## config.mk

```make
export PLATFORM = sky130hd
export DESIGN_NAME = data_burst_tx
export DESIGN_NICKNAME = d
export VERILOG_FILES = /design/src/rtl/burst_pkg.sv /design/src/rtl/burst_buffer_ram.sv /design/src/rtl/data_burst_tx.sv
export SDC_FILE = /design/constraint.sdc
export NUM_CORES = 1
export LEC_CHECK = 0
export CORE_UTILIZATION = 58
export DETAILED_ROUTE_END_ITERATION = 10
export PLACE_DENSITY = 0.82
export SLEW_MARGIN = 40
export SYNTH_ARGS = -nofsm -noshare
export SYNTH_HDL_FRONTEND = slang
export SYNTH_SLANG_ARGS = --single-unit
```

## constraint.sdc

```tcl
create_clock -name clock -period 3.2 [get_ports clock]
set_clock_uncertainty 0.15 [all_clocks]
set_input_delay 0.64 -clock clock [delete_from_list [all_inputs] [get_ports clock]]
set_output_delay 0.64 -clock clock [all_outputs]
set_load 0.01 [all_outputs]
```

## src/rtl/burst_pkg.sv

```systemverilog
// rtl/burst_pkg.sv - shared burst interface types, defaults and helpers
package burst_pkg;

    typedef enum logic [1:0] {
        IDLE = 2'd0,
        HEAD = 2'd1,
        DATA = 2'd2
    } burst_state_t;

    localparam int BURST_CYCLES = 8;
    localparam int BURST_WIDTH  = 16;

    // Ceiling log2, never below 1 so a 2-deep buffer still gets a 1-bit index.
    function automatic int clog2(input int n);
        int r;
        r = 0;
        while ((1 << r) < n) r++;
        if (r < 1) r = 1;
        return r;
    endfunction

endpackage

```

## src/rtl/burst_buffer_ram.sv

```systemverilog
// rtl/burst_buffer_ram.sv - burst word storage, sync write, async read
module burst_buffer_ram #(
    parameter int DEPTH = 8,
    parameter int WIDTH = 16,
    parameter int AW    = 3
) (
    input  logic             clock,
    input  logic             wr_en,
    input  logic [AW-1:0]    wr_addr,
    input  logic [WIDTH-1:0] wr_data,
    input  logic [AW-1:0]    rd_addr,
    output logic [WIDTH-1:0] rd_data
);

    logic [WIDTH-1:0] mem [DEPTH];

    // Contents are deliberately not reset; the caller gates out-of-range addresses.
    always_ff @(posedge clock) begin
        if (wr_en) mem[wr_addr] <= wr_data;
    end

    // Combinational read so the FSM can register the word on the same edge it advances.
    always_comb begin
        rd_data = mem[rd_addr];
    end

endmodule

```

## src/rtl/data_burst_tx.sv

```systemverilog
// rtl/data_burst_tx.sv - burst transmitter: header cycle then CYCLES buffered words
module data_burst_tx
    import burst_pkg::*;
#(
    parameter int CYCLES = BURST_CYCLES,
    parameter int WIDTH  = BURST_WIDTH
) (
    input  logic                     clock,
    input  logic                     reset_n,
    input  logic                     wr_en,
    input  logic [clog2(CYCLES)-1:0] wr_addr,
    input  logic [WIDTH-1:0]         wr_data,
    input  logic                     start,
    output logic                     busy,
    output logic                     wr_err,
    output logic                     out_start,
    output logic                     out_valid,
    output logic [WIDTH-1:0]         out_data,
    output logic                     done
);

    localparam int IW = clog2(CYCLES);
    localparam logic [IW-1:0] LAST  = IW'(CYCLES - 1);
    localparam logic [IW:0]   LIMIT = (IW + 1)'(CYCLES);

    localparam logic [1:0] ST_IDLE = IDLE;
    localparam logic [1:0] ST_HEAD = HEAD;
    localparam logic [1:0] ST_DATA = DATA;

    logic [1:0]       state;
    logic [IW-1:0]    idx;
    logic [IW-1:0]    rd_addr;
    logic [WIDTH-1:0] rd_data;
    logic             wr_ok;

    // Writes only land while idle and in range, so an active burst never tears.
    assign wr_ok = wr_en && (state == ST_IDLE) && ({1'b0, wr_addr} < LIMIT);

    // Look one word ahead: the output register loads the word the next cycle will show.
    always_comb begin
        rd_addr = '0;
        if (state == ST_DATA && idx != LAST) rd_addr = idx + IW'(1);
    end

    burst_buffer_ram #(
        .DEPTH (CYCLES),
        .WIDTH (WIDTH),
        .AW    (IW)
    ) u_ram (
        .clock   (clock),
        .wr_en   (wr_ok),
        .wr_addr (wr_addr),
        .wr_data (wr_data),
        .rd_addr (rd_addr),
        .rd_data (rd_data)
    );

    // Burst FSM with registered outputs; reset clears everything at once, truncating any burst.
    always_ff @(posedge clock or negedge reset_n) begin
        if (!reset_n) begin
            state     <= ST_IDLE;
            idx       <= '0;
            busy      <= 1'b0;
            wr_err    <= 1'b0;
            out_start <= 1'b0;
            out_valid <= 1'b0;
            out_data  <= '0;
            done      <= 1'b0;
        end else begin
            wr_err    <= wr_en && !wr_ok;
            out_start <= 1'b0;
            case (state)
                ST_IDLE: begin
                    if (start) begin
                        state     <= ST_HEAD;
                        busy      <= 1'b1;
                        out_start <= 1'b1;
                    end
                end
                ST_HEAD: begin
                    state     <= ST_DATA;
                    idx       <= '0;
                    out_valid <= 1'b1;
                    out_data  <= rd_data;
                    done      <= 1'b0;
                end
                ST_DATA: begin
                    if (idx == LAST) begin
                        state     <= ST_IDLE;
                        idx       <= '0;
                        busy      <= 1'b0;
                        out_valid <= 1'b0;
                        out_data  <= '0;
                        done      <= 1'b0;
                    end else begin
                        idx      <= rd_addr;
                        out_data <= rd_data;
                        done     <= (rd_addr == LAST);
                    end
                end
                default: begin
                    state <= ST_IDLE;
                end
            endcase
        end
    end

endmodule

```

==> impl_metrics.csv <==
group,metric,value,unit
place,place_inst,580,
logic_synthesis,async_reset_ff_share,16.88,%
pwr,internal_power,4.174,mW
logic_synthesis,syn-num-nets,435,
worst_setup_path,endpoint_kind,"flip-flop",
job,drv_cap,0,
finish,seqCellArea,4494,µm²
global_route,overflow,0,
clocking,cts.clk_slew.worst_paths,0.06,ns
worst_setup_path,path_cells,"ha_1, ha_1, nand2b_1, buf_4, nor3b_1, o21ai_0, a311o_1",
logic_synthesis,synth_seq_cells,154,
pwr,p_total,5.848,mW
global_route,antenna_found_initial,0,
finish,nFillCells,634,
place,place_congestion,0.8056,
global_route,grt_use_total,26.01,%
global_route,grt_pass1_vias,3860,
timing,period_share,85.70,%
finish,syn2layout_area_growth,19.75,%
global_route,grt_start_max_net_pins,49,
finish,drive_gt1_share,14.08,%
clocking,htree_levels,4,
timing,finalSetupViolations,0,
timing,hold_viol_final,0,
logic_synthesis,synth-edff-count,128,
worst_setup_path,arrival,3.00,ns
detailed_routing,viasPerCell,6.224,
die,fp.coreArea,10370,µm²
clocking,clockRootBuffer,"clkbuf_8",
logic_synthesis,syn_area_per_cell,15.30,µm²
timing,maxSlewHeadroom,44.59,%
logic_synthesis,yosys_warnings,0,
place,dp_hpwl,7.515,mm
timing,maxSlewViolCount,0,
worst_setup_path,cpPeakStageDelay,0.49,ns
worst_setup_path,worst_setup_path_start_kind,"flip-flop",
die,dieArea,11150,µm²
timing,tns,0,ns
logic_synthesis,synth_seq_area_share,72.19,%
worst_setup_path,crit_path_top_delay_cell,"nand2b_1",
clocking,hold_buffers,0,
detailed_routing,wirelength,13.40,mm
place,io_buffers,43,
worst_setup_path,worst-setup-path-type,"reg -> reg",
detailed_routing,final_antenna_net_count,0,
clocking,clock_path_buffers,2,
clocking,insertion_delay,0.53,ns
timing,period_needed,2.742,ns
global_route,grt_pass1_wl,20.71,mm
timing,fin_hold_ws,0.3556,ns
detailed_routing,first_pass_iters,7,
clocking,cts_tree,"done",
detailed_routing,dr_total_vias,3809,
logic_synthesis,netlist_area,6226,µm²
logic_synthesis,synth_top_area_share,61.74,%
finish,multi_input_area,1602,µm²
pwr,p_per_area,784.4,nW/µm²
worst_setup_path,cp_max_fo,12,
pwr,combPwrFrac,24.2,%
clocking,post-cts-setup-buffer-count,0,
logic_synthesis,synth_ff_type,"edfxtp_1",
detailed_routing,drt_iter0_drc,284,
worst_setup_path,cp_top_family,"simple AND/OR/NAND/NOR gates",
clocking,cts_sinks,154,
pwr,power_frac_clock,33.7,%
clocking,cts.repair.resized,0,
finish,final_common_cell,"edfxtp_1",
clocking,numCtsBuffers,17,
timing,worst_pin_slew,0.8311,ns
detailed_routing,drc,0,
finish,most-common-layout-cells,"edfxtp_1, nor2_1, clkdlybuf4s50_1, mux2i_1, dfrtp_1",
timing,grt_setup_unrepaired,"false",
detailed_routing,wl_per_cell,21.89,µm
timing,max_freq,364.6,MHz
finish,nets,491,
pwr,swShare,28.63,%
logic_synthesis,synth_top_cell_by_area,"edfxtp_1",
finish,num_antenna_cells,0,
pwr,cellLeakagePower,2.504,nW
pwr,power_switching,1.675,mW
die,io_pins,44,
worst_setup_path,path_buf_inv,1,
finish,fin_cells,612,
die,floorplan.initialDensity,60.04,%
worst_setup_path,cp_common_cell,"ha_1",
die,die_x,105.6,µm
pwr,max-vdd-ir-drop,0.0004595,V
run_status,status,"finished clean",
die,rows,37,
logic_synthesis,ys_top_cells_by_area,"edfxtp_1, dfrtp_1, mux2i_1, nor2_1, a311o_1",
worst_setup_path,required,3.46,ns
die,die_h,105.6,µm
worst_hold_path,holdCritPathClass,"in -> async",
pwr,pwr-share-seq,42.1,%
logic_synthesis,synth_cell_types,31,
logic_synthesis,synthCells,407,
[Yosys cell counts (10+ instances only)]
| master | count |
|---|---|
| nor2_1 | 43 |
| a311o_1 | 16 |
| clkbuf_1 | 13 |
| nor2b_1 | 19 |
| nor3b_1 | 16 |
| a221oi_2 | 10 |
| dfrtp_1 | 26 |
| mux2i_1 | 32 |
| a211oi_1 | 16 |
| edfxtp_1 | 128 |
| o21ai_0 | 20 |
| a21oi_1 | 18 |
[sequential cells by signal, summed over array words and instances (netlist names)]
signal / count
busy: 1
out_data: 16
out_valid: 1
done: 1
u_ram.mem: 128
idx: 3
state: 2
out_start: 1
wr_err: 1
[worst reg2reg max path, cell delays in order (launching register included)]
cell and delay (ns):
dfrtp_1 0.39, ha_1 0.20, ha_1 0.25, nand2b_1 0.49, buf_4 0.36, nor3b_1 0.28
o21ai_0 0.16, a311o_1 0.35
[cells by family after synthesis]
group	after synthesis	share of synthesized area [%]
AOI/OAI and AO/OA	89	11.21
adders and majority gates	5	1.005
buffers and inverters	31	2.251
DFF	154	72.19
muxes	33	5.326
and+or+nand+nor	95	8.018
[area by class of cell]
class / instances / share of cell area [%]
clock buffers: 17 / 5.555
inverters: 5 / 0.2517
repair buffers: 63 / 7.787
flip-flops and latches: 154 / 60.28
multi-input cells: 222 / 21.48
clock inverters: 15 / 2.366
well taps: 136 / 2.282
[path summary, 6_finish.rpt]
kind | from | end | slack, ns | cells past startpoint
worst max register to register | idx[0] | out_data[1] | 0.46 | 7
worst min register to register | busy | busy | 0.37 | 2
worst min-delay path | reset_n | out_data[5] | 0.36 | 2
min in group clock | busy | busy | 0.37 | 2
max in group asynchronous | reset_n | out_data[14] | 2.26 | 2
worst max-delay path | idx[0] | out_data[1] | 0.46 | 7
[power groups by stage]
stage	clock network, mW	logic (mW)	registers [mW]
2_1_floorplan	0	0.778	2.53
3_3_place_gp	0	1.34	2.49
3_5_place_dp	0	1.39	2.50
4_1_cts	1.99	1.41	2.46
5_1_grt	2.07	1.51	2.48
6_report	1.97	1.42	2.46
[per-stage QoR]
stage | setup slack [ns] | instance area (µm²) | util [%]
after floorplan | 0.6561 | 6226 | -
after global placement | 0.6138 | 6865 | 66.20
after detailed placement | 0.5016 | 6865 | 66.20
after CTS | 0.4777 | 7456 | 71.90
after global routing | 0.3531 | 7456 | 71.90
final | 0.4576 | 7456 | 71.90
[routing by layer]
| metal | GRT usage, % | share of wire (%) |
|---|---|---|
| met1 | 33.91 | 41 |
| met5 | 0 | 0 |
| met2 | 39.99 | 48 |
| met3 | 7.297 | 8.3 |
| met4 | 13.89 | 2.8 |
(Power assumes the default switching activity.)
